## config.mk

```make
export PLATFORM = sky130hd
export DESIGN_NAME = video_timing_gen
export DESIGN_NICKNAME = d
export VERILOG_FILES = /design/src/rtl/video_timing_pkg.sv /design/src/rtl/video_axis_counter.sv /design/src/rtl/video_timing_gen.sv
export SDC_FILE = /design/constraint.sdc
export NUM_CORES = 1
export LEC_CHECK = 0
export BUFFER_PORTS_ARGS = -buffer_cell sky130_fd_sc_hd__buf_2
export CELL_PAD_IN_SITES_DETAIL_PLACEMENT = 1
export CELL_PAD_IN_SITES_GLOBAL_PLACEMENT = 2
export CORE_MARGIN = 5
export CORE_UTILIZATION = 34
export DETAILED_ROUTE_END_ITERATION = 10
export PLACE_DENSITY_LB_ADDON = 0.1
export SETUP_SLACK_MARGIN = 0.2
export SLEW_MARGIN = 20
export SYNTH_ARGS = -nofsm -noshare
export SYNTH_HDL_FRONTEND = slang
export SYNTH_HIERARCHICAL = 1
export SYNTH_SLANG_ARGS = --single-unit
```

## constraint.sdc

```tcl
create_clock -name i_Clk -period 2.73 [get_ports i_Clk]
set_clock_uncertainty 0.15 [all_clocks]
set_input_delay 0.273 -clock i_Clk [delete_from_list [all_inputs] [get_ports i_Clk]]
set_output_delay 0.273 -clock i_Clk [all_outputs]
set_load 0.05 [all_outputs]
```

## src/rtl/video_timing_pkg.sv

```systemverilog
// Shared definitions for the raster timing generator: mode indices, line/frame
// region encoding and the per-mode region boundary lookup.
package video_timing_pkg;

  localparam logic MODE_S86 = 1'b0;
  localparam logic MODE_VGA = 1'b1;

  typedef enum logic [1:0] {
    REG_ACTIVE,
    REG_FPORCH,
    REG_SYNC,
    REG_BPORCH
  } region_e;

  // Start of each region plus the total length of one axis.
  typedef struct packed {
    logic [31:0] fp_start;
    logic [31:0] sync_start;
    logic [31:0] bp_start;
    logic [31:0] total;
  } bounds_t;

  function automatic bounds_t mode_bounds(
    input logic        mode,
    input int unsigned m0_act, input int unsigned m0_fp,
    input int unsigned m0_sync, input int unsigned m0_bp,
    input int unsigned m1_act, input int unsigned m1_fp,
    input int unsigned m1_sync, input int unsigned m1_bp
  );
    bounds_t b;
    if (mode == MODE_VGA) begin
      b.fp_start   = m1_act;
      b.sync_start = m1_act + m1_fp;
      b.bp_start   = m1_act + m1_fp + m1_sync;
      b.total      = m1_act + m1_fp + m1_sync + m1_bp;
    end else begin
      b.fp_start   = m0_act;
      b.sync_start = m0_act + m0_fp;
      b.bp_start   = m0_act + m0_fp + m0_sync;
      b.total      = m0_act + m0_fp + m0_sync + m0_bp;
    end
    return b;
  endfunction

endpackage

```

## src/rtl/video_axis_counter.sv

```systemverilog
// One raster axis: position counter with enable, terminal-count flag and
// combinational region decode of the current position.
module video_axis_counter
  import video_timing_pkg::*;
#(
  parameter int W = 10
) (
  input  logic         clk_i,
  input  logic         rst_i,
  input  logic         en_i,
  input  logic [W-1:0] last_i,
  input  logic [W-1:0] fp_start_i,
  input  logic [W-1:0] sync_start_i,
  input  logic [W-1:0] bp_start_i,
  output logic [W-1:0] count_o,
  output logic         wrap_o,
  output region_e      region_o
);

  logic [W-1:0] count_q, count_d;

  always_comb begin
    wrap_o  = (count_q == last_i);
    count_d = count_q;
    if (en_i) begin
      count_d = wrap_o ? '0 : count_q + W'(1);
    end
  end

  always_comb begin
    region_o = REG_BPORCH;
    if (count_q < fp_start_i) begin
      region_o = REG_ACTIVE;
    end else if (count_q < sync_start_i) begin
      region_o = REG_FPORCH;
    end else if (count_q < bp_start_i) begin
      region_o = REG_SYNC;
    end
  end

  always_ff @(posedge clk_i) begin
    if (rst_i) begin
      count_q <= '0;
    end else begin
      count_q <= count_d;
    end
  end

  assign count_o = count_q;

endmodule

```

## src/rtl/video_timing_gen.sv

```systemverilog
// Two-mode raster timing generator: axis counters, frame-boundary mode latch
// and a single registered decode stage so all outputs describe the same pixel.
module video_timing_gen
  import video_timing_pkg::*;
#(
  parameter int          COUNT_WIDTH = 10,
  parameter int          HSYNC_POL   = 0,
  parameter int          VSYNC_POL   = 0,
  parameter int unsigned M0_H_ACT    = 288,
  parameter int unsigned M0_H_FP     = 32,
  parameter int unsigned M0_H_SYNC   = 32,
  parameter int unsigned M0_H_BP     = 32,
  parameter int unsigned M0_V_ACT    = 224,
  parameter int unsigned M0_V_FP     = 8,
  parameter int unsigned M0_V_SYNC   = 8,
  parameter int unsigned M0_V_BP     = 24,
  parameter int unsigned M1_H_ACT    = 640,
  parameter int unsigned M1_H_FP     = 16,
  parameter int unsigned M1_H_SYNC   = 96,
  parameter int unsigned M1_H_BP     = 48,
  parameter int unsigned M1_V_ACT    = 480,
  parameter int unsigned M1_V_FP     = 10,
  parameter int unsigned M1_V_SYNC   = 2,
  parameter int unsigned M1_V_BP     = 33
) (
  input  logic                   i_Clk,
  input  logic                   i_Reset,
  input  logic                   i_Pix_En,
  input  logic                   i_Mode,
  output logic                   o_Mode,
  output logic [COUNT_WIDTH-1:0] o_Col_Count,
  output logic [COUNT_WIDTH-1:0] o_Row_Count,
  output logic                   o_HSync,
  output logic                   o_VSync,
  output logic                   o_HBlank,
  output logic                   o_VBlank,
  output logic                   o_Active,
  output logic                   o_Line_Start,
  output logic                   o_Frame_Start
);

  localparam int unsigned    M0_H_TOT = M0_H_ACT + M0_H_FP + M0_H_SYNC + M0_H_BP;
  localparam int unsigned    M0_V_TOT = M0_V_ACT + M0_V_FP + M0_V_SYNC + M0_V_BP;
  localparam int unsigned    M1_H_TOT = M1_H_ACT + M1_H_FP + M1_H_SYNC + M1_H_BP;
  localparam int unsigned    M1_V_TOT = M1_V_ACT + M1_V_FP + M1_V_SYNC + M1_V_BP;
  localparam longint unsigned CNT_SPAN = 64'd1 << COUNT_WIDTH;
  localparam logic           HS_ON    = (HSYNC_POL != 0);
  localparam logic           VS_ON    = (VSYNC_POL != 0);

  if (({32'd0, M0_H_TOT} > CNT_SPAN) || ({32'd0, M0_V_TOT} > CNT_SPAN) ||
      ({32'd0, M1_H_TOT} > CNT_SPAN) || ({32'd0, M1_V_TOT} > CNT_SPAN)) begin : g_bad_geometry
    $error("video_timing_gen: a mode total exceeds the COUNT_WIDTH counter range");
  end

  logic                   mode_q, mode_d;
  bounds_t                hb, vb;
  logic [COUNT_WIDTH-1:0] h_count, v_count;
  logic                   h_wrap, v_wrap, frame_wrap;
  region_e                h_region, v_region;

  always_comb begin
    hb = mode_bounds(mode_q, M0_H_ACT, M0_H_FP, M0_H_SYNC, M0_H_BP,
                     M1_H_ACT, M1_H_FP, M1_H_SYNC, M1_H_BP);
    vb = mode_bounds(mode_q, M0_V_ACT, M0_V_FP, M0_V_SYNC, M0_V_BP,
                     M1_V_ACT, M1_V_FP, M1_V_SYNC, M1_V_BP);
  end

  video_axis_counter #(.W(COUNT_WIDTH)) u_h_axis (
    .clk_i        (i_Clk),
    .rst_i        (i_Reset),
    .en_i         (i_Pix_En),
    .last_i       (COUNT_WIDTH'(hb.total - 32'd1)),
    .fp_start_i   (COUNT_WIDTH'(hb.fp_start)),
    .sync_start_i (COUNT_WIDTH'(hb.sync_start)),
    .bp_start_i   (COUNT_WIDTH'(hb.bp_start)),
    .count_o      (h_count),
    .wrap_o       (h_wrap),
    .region_o     (h_region)
  );

  video_axis_counter #(.W(COUNT_WIDTH)) u_v_axis (
    .clk_i        (i_Clk),
    .rst_i        (i_Reset),
    .en_i         (i_Pix_En & h_wrap),
    .last_i       (COUNT_WIDTH'(vb.total - 32'd1)),
    .fp_start_i   (COUNT_WIDTH'(vb.fp_start)),
    .sync_start_i (COUNT_WIDTH'(vb.sync_start)),
    .bp_start_i   (COUNT_WIDTH'(vb.bp_start)),
    .count_o      (v_count),
    .wrap_o       (v_wrap),
    .region_o     (v_region)
  );

  // The requested mode is only taken when the counters wrap to (0,0), so a
  // frame never mixes geometries and mid-frame glitches on i_Mode are ignored.
  assign frame_wrap = i_Pix_En & h_wrap & v_wrap;

  always_comb begin
    mode_d = mode_q;
    if (frame_wrap) begin
      mode_d = i_Mode;
    end
  end

  logic                   omode_q, omode_d;
  logic [COUNT_WIDTH-1:0] col_q, col_d, row_q, row_d;
  logic                   hsync_q, hsync_d, vsync_q, vsync_d;
  logic                   hblank_q, hblank_d, vblank_q, vblank_d;
  logic                   active_q, active_d, line_q, line_d, frame_q, frame_d;

  always_comb begin
    omode_d  = mode_q;
    col_d    = h_count;
    row_d    = v_count;
    hsync_d  = (h_region == REG_SYNC) ? HS_ON : ~HS_ON;
    vsync_d  = (v_region == REG_SYNC) ? VS_ON : ~VS_ON;
    hblank_d = (h_region != REG_ACTIVE);
    vblank_d = (v_region != REG_ACTIVE);
    active_d = (h_region == REG_ACTIVE) && (v_region == REG_ACTIVE);
    line_d   = (h_count == '0);
    frame_d  = (h_count == '0) && (v_count == '0);
  end

  // Output stage: everything is held while the pixel enable is low.
  always_ff @(posedge i_Clk) begin
    if (i_Reset) begin
      mode_q   <= i_Mode;
      omode_q  <= i_Mode;
      col_q    <= '0;
      row_q    <= '0;
      hsync_q  <= ~HS_ON;
      vsync_q  <= ~VS_ON;
      hblank_q <= 1'b1;
      vblank_q <= 1'b1;
      active_q <= 1'b0;
      line_q   <= 1'b0;
      frame_q  <= 1'b0;
    end else if (i_Pix_En) begin
      mode_q   <= mode_d;
      omode_q  <= omode_d;
      col_q    <= col_d;
      row_q    <= row_d;
      hsync_q  <= hsync_d;
      vsync_q  <= vsync_d;
      hblank_q <= hblank_d;
      vblank_q <= vblank_d;
      active_q <= active_d;
      line_q   <= line_d;
      frame_q  <= frame_d;
    end
  end

  assign o_Mode        = omode_q;
  assign o_Col_Count   = col_q;
  assign o_Row_Count   = row_q;
  assign o_HSync       = hsync_q;
  assign o_VSync       = vsync_q;
  assign o_HBlank      = hblank_q;
  assign o_VBlank      = vblank_q;
  assign o_Active      = active_q;
  assign o_Line_Start  = line_q;
  assign o_Frame_Start = frame_q;

endmodule

```

# == Word-level counts from Yosys, hierarchy flattened ==
# Cells that the tools add are included.
# word_totals
reg_bits,49
wordCells,57
# classes
n_reduce_logical,11
magnitude_cmp,6
eq_ne,4
bitwise,2
add_sub_neg,4
muxes,17
# op_table
cell,count
two-way mux 106 bit,1
two-way mux 105 bit,1
< comparator 10 bit,5
adder 10 x 1 -> 10 bit (second input constant),2
== test 10 bit,2
logical NOT 10 bit,2
two-way mux 10 bit,2
subtractor 10 x 1 -> 10 bit (second input constant),2
< comparator 10 x 9 -> 1 bit,1
two-way mux 1 bit,9
two-way mux 2 bit,4
nonzero test 2 bit,4
== test 2 bit (second input constant),2
logical NOT 2 bit,2
AND 1 bit,2
logical AND 1 bit,2
AND reduction 2 bit,1

# == Longest topological paths before layout ==
# logic_depth
depth_word,8
mapped_depth,11

# == By module ==
# The synthesis kept the hierarchy.
# modules_own_cells
mod,seq_area_each_um2,cells_per_inst,n_inst,area_per_inst_um2
video_axis_counter,200.2,157,2,1322.5
video_timing_gen,600.6,114,1,1136.1

# == Worst setup path after synthesis ==
# Ideal clock, no wire load.
# synth_path
path_type,reg2reg
startpoint,register mode_q
endpoint,register u_v_axis.count_q[7] (netlist: u_v_axis/count_o[7])
setup_time_ns,0.115
setup_slack_ns,-0.125
stages_incl_launch_ff,11
arrival_ns,2.590
path_buffers,0
path_cell_list,edfxtp_1 -> inv_1 -> xnor2_1 -> nand4_2 -> nor4_4 -> and2_1 -> nand4_1 -> nor2_1 -> nand4_1 -> xor2_1 -> nor2_2
# synth_between
elab_chain_cells,4
elab_cells_between_ends,8
classes_between,2 x add/sub; 2 x eq/ne; 3 x mux; 1 x bitwise
# synth_lines
element,line,text
start: declaration,video_timing_gen.sv:55,"logic mode_q, mode_d;"
start signal: assignment,video_timing_gen.sv:127,mode_q <= i_Mode;
start signal: assignment,video_timing_gen.sv:139,mode_q <= mode_d;
two-way mux 106 bit,video_timing_pkg.sv:31,if (mode == MODE_VGA) begin
subtractor 10 x 1 -> 10 bit,video_timing_gen.sv:72,".last_i (COUNT_WIDTH'(hb.total - 32'd1)),"
== test 10 bit,video_axis_counter.sv:23,wrap_o = (count_q == last_i);
net h_wrap,video_timing_gen.sv:58,"logic h_wrap, v_wrap, frame_wrap;"
AND 1 bit,video_timing_gen.sv:84,".en_i (i_Pix_En & h_wrap),"
end signal: assignment,video_axis_counter.sv:45,count_q <= count_d;
end: declaration,video_axis_counter.sv:20,"logic [W-1:0] count_q, count_d;"
# The timed path passes the listed nets, and every way through them passes these cells.
# A chain may end at the register's enable or synchronous reset.

# == Final worst setup path ==
# layout_path
startpoint,register mode_q
endpoint,register vblank_q (netlist: o_VBlank)
# layout_between
elab_cells_between_ends,8
classes_between,3 x order compare; 4 x mux; 1 x reduce/logical
# layout_rtl
element,line,text
two-way mux 105 bit (*),video_timing_pkg.sv:31,
< comparator 10 bit,video_axis_counter.sv:34,end else if (count_q < sync_start_i) begin
two-way mux 2 bit,video_axis_counter.sv:34,
two-way mux 2 bit (*),video_axis_counter.sv:32,if (count_q < fp_start_i) begin
net v_region[1],video_timing_gen.sv:59,"region_e h_region, v_region;"
nonzero test 2 bit (*),video_timing_gen.sv:118,vblank_d = (v_region != REG_ACTIVE);
end signal: assignment,video_timing_gen.sv:146,vblank_q <= vblank_d;
end: declaration,video_timing_gen.sv:108,"logic hblank_q, hblank_d, vblank_q, vblank_d;"
# The timed path passes the listed nets; every way through them passes the cells marked *.

==> impl_metrics.json <==
{
  "seq_area_um2": 1000,
  "synth-edff-count": 2,
  "period_minus_slack_ns": 2.49,
  "fillers": 1357,
  "finalSetupViolCount": 0,
  "first_pass_iters": 4,
  "vias": 3136,
  "antenna_found_initial": 0,
  "vias_per_cell": 4.63,
  "netlist_area_um2": 3780,
  "slew_viol_final": 0,
  "seq_power_share_pct": 50.2,
  "tightest_slew_ns": 0.784,
  "io_buffers": 31,
  "rsz0062_at_grt": "true",
  "p_clk_share_pct": 32.3,
  "multiInputGateArea_um2": 2720,
  "totalWireLength_um": 10000,
  "cp.arrival_ns": 2.56,
  "leakagePower_nw": 2.33,
  "min_path_cells": 2,
  "whs_endpoint": "o_Line_Start",
  "route.antenna.remaining_nets": 0,
  "relSlewSlack_pct": 47.8,
  "die-width_um": 115,
  "vdd_drop_max_mv": 0.171,
  "grt_pass1_vias": 3281,
  "row_count": 38,
  "place_congestion": 0.770,
  "p_int_mw": 1.04,
  "cts_tree": "yes",
  "drv_cap": 0,
  "end_kind": "register",
  "pwr-share-comb_pct": 17.5,
  "drive_gt1_share_pct": 20.1,
  "die_y_um": 115,
  "avgSynthCellArea_um2": 8.83,
  "core-area_um2": 10900,
  "cts_sinks": 49,
  "r2r-start": "mode_q",
  "grt.overflow.total": 0,
  "layout.nets": 597,
  "syn_inst": 428,
  "worstRegToRegCells": 11,
  "wl_per_cell_um": 14.8,
  "worstSkewPairLatency_ns": 0.33,
  "min-delay-start": "o_Line_Start",
  "io_pins": 32,
  "synthArstFlopShare_pct": 0,
  "p_sw_mw": 0.446,
  "critical_path_class": "register to register",
  "n_antenna_cell": 0,
  "grt_pass1_wl_um": 16300,
  "cts_max_path_buffers": 2,
  "power.density_nw_per_um2": 320,
  "drc": 0,
  "crit_required_ns": 2.80,
  "grt_max_degree": 39,
  "r2r_end": "o_VBlank",
  "tns_ns": 0,
  "cts_root_buf": "clkbuf_8",
  "post-route-util_pct": 42.5,
  "ys_warn_count": 6,
  "period_share_pct": 91.1,
  "dpl.cell_count": 659,
  "hold_class": "register to register",
  "rrSetupSlack_ns": 0.24,
  "layout.cells.non_filler": 678,
  "initial_utilization_pct": 34.7,
  "cts_max_level": 2,
  "ys_seq_area_share_pct": 26.5,
  "cts_buffers": 5,
  "cp-start-kind": "register",
  "grt_util_all_layers_pct": 15.9,
  "yosys_most_used_dff": "dfxtp_1",
  "place.detailed.hpwl_um": 7540,
  "hold_viol": 0,
  "ys_ff_latch": 49,
  "drtIter0Drc": 67,
  "worstPathMaxFanout": 4,
  "path_clk_slew_ns": 0.10,
  "area_growth_pct": 22.3,
  "die_area_um2": 13300,
  "yosysUniqueCellTypes": 44,
  "status": "completed",
  "max_freq_ghz": 0.402,
  "p_sw_share_pct": 30.1
}
==> logic make-up after synthesis <==
kind of cell	count (synthesis)	synth area share, %
buf+inv	69	7.81
fa+ha+maj	56	18.5
flops	49	26.5
other cells	2	0.199
mux	20	5.29
compound gates	64	11.4
xor+xnor	34	9.86
simple gates	134	20.4
==> registers in the layout, indices dropped and copies added (netlist names) <==
name and cells:
o_Col_Count 10, o_Row_Count 10, u_h_axis/count_o 10, u_v_axis/count_o 10, mode_q 1, o_Active 1
o_Frame_Start 1, o_HBlank 1, o_HSync 1, o_Line_Start 1, o_Mode 1, o_VBlank 1
o_VSync 1
==> area by class of cell <==
| type | count | area share, % |
|---|---|---|
| timing repair buffer | 61 | 8.53 |
| inverter | 60 | 5.03 |
| sequential | 49 | 21.7 |
| multi-input combinational | 360 | 58.9 |
| tap | 140 | 3.79 |
| clock buffer | 6 | 1.79 |
| clock inverter | 2 | 0.298 |
==> metrics by stage <==
step | instance area [µm²] | total power, mW | setup slack (ns) | hold WS (ns)
2_1_floorplan | 3980 | 0.948 | 0.207 | 0.185
4_1_cts | 4510 | 1.51 | 0.205 | 0.311
6_report | 4620 | 1.48 | 0.242 | 0.305
5_1_grt | 4620 | 1.57 | 0.131 | 0.335
3_3_place_gp | 4390 | 1.00 | 0.264 | 0.289
3_5_place_dp | 4390 | 1.01 | 0.201 | 0.293
==> routing by layer <==
| layer | share of wire (%) | global-route usage (%) | vias to the layer above |
|---|---|---|---|
| met5 | 0 | 0 | - |
| met4 | 1.4 | 5.01 | 0 |
| met3 | 1.7 | 2.87 | 9 |
| met2 | 53 | 29.9 | 16 |
| met1 | 43 | 18.0 | 1490 |
| li1 | - | - | 1621 |
==> worst max-delay path by stage <==
stage	slack, ns	from	to
global placement	0.26	mode_q	o_HBlank
floorplan	0.21	mode_q	o_HBlank
global route	0.13	mode_q	u_v_axis/count_o[7]
finish	0.24	mode_q	o_VBlank
CTS	0.20	mode_q	o_HBlank
detailed placement	0.20	mode_q	o_HBlank
==> power by group through the flow <==
stage          Combinational [mW]  Sequential [mW]  Clock (mW)
2_1_floorplan               0.156            0.792           0
3_5_place_dp                0.245            0.760           0
6_report                    0.259            0.743       0.479
5_1_grt                     0.294            0.746       0.536
3_3_place_gp                0.241            0.760           0
4_1_cts                     0.252            0.744       0.515
==> worst max-delay path, cell delays in order, from the launching register on <==
cell and delay [ns]:
edfxtp_1 0.47, buf_4 0.16, buf_4 0.12, inv_2 0.06, ha_1 0.24, a21oi_2 0.15, o21ai_2 0.08, a221o_1 0.36
nor2b_1 0.16, nor2_1 0.15, a21oi_1 0.08, or2_1 0.21
==> timing repair <==
item,CTS,global route
endpoints found under the hold margin,1,0
gates cloned,0,0
pin swaps,0,7
gates resized for setup,0,14
setup buffers,2,8
setup endpoints to repair,1,9
hold buffers,1,0
==> layout by cell type, fill, tap and decap left out, drive strengths merged, types with 3 or more instances in the layout <==
cell,synthesis,final
a211oi,4,4
xor2,12,12
and4,4,4
nand2,13,13
inv,60,60
nor2b,4,4
conb,2,52
nand3,3,3
a21oi,19,19
nand3b,3,3
ha,56,56
clkbuf,0,6
o21ai,13,13
nor4,6,6
buf,9,60
nor2,58,58
xnor2,22,22
a21o,13,13
dfxtp,47,47
nand4,18,18
nand2b,15,15
mux2i,20,20
==> Yosys cell counts (all sizes together), types with 3 or more instances <==
library cell   n  area share (%)
inv           60             6.0
nand2b        15             2.5
buf            9             1.9
nand3          3            0.40
xor2          12             4.8
a21oi         19             2.7
a211oi         4            0.79
nand4         18             3.3
nand3b         3            0.60
mux2i         20             5.3
nor4           6             1.8
dfxtp         47              25
nor2b          4            0.66
a21o          13             3.0
nor2          58             6.7
o21ai         13             1.7
and4           4            0.93
xnor2         22             5.1
ha            56              19
nand2         13             1.3
No activity file was read; power rests on OpenSTA's default activity.
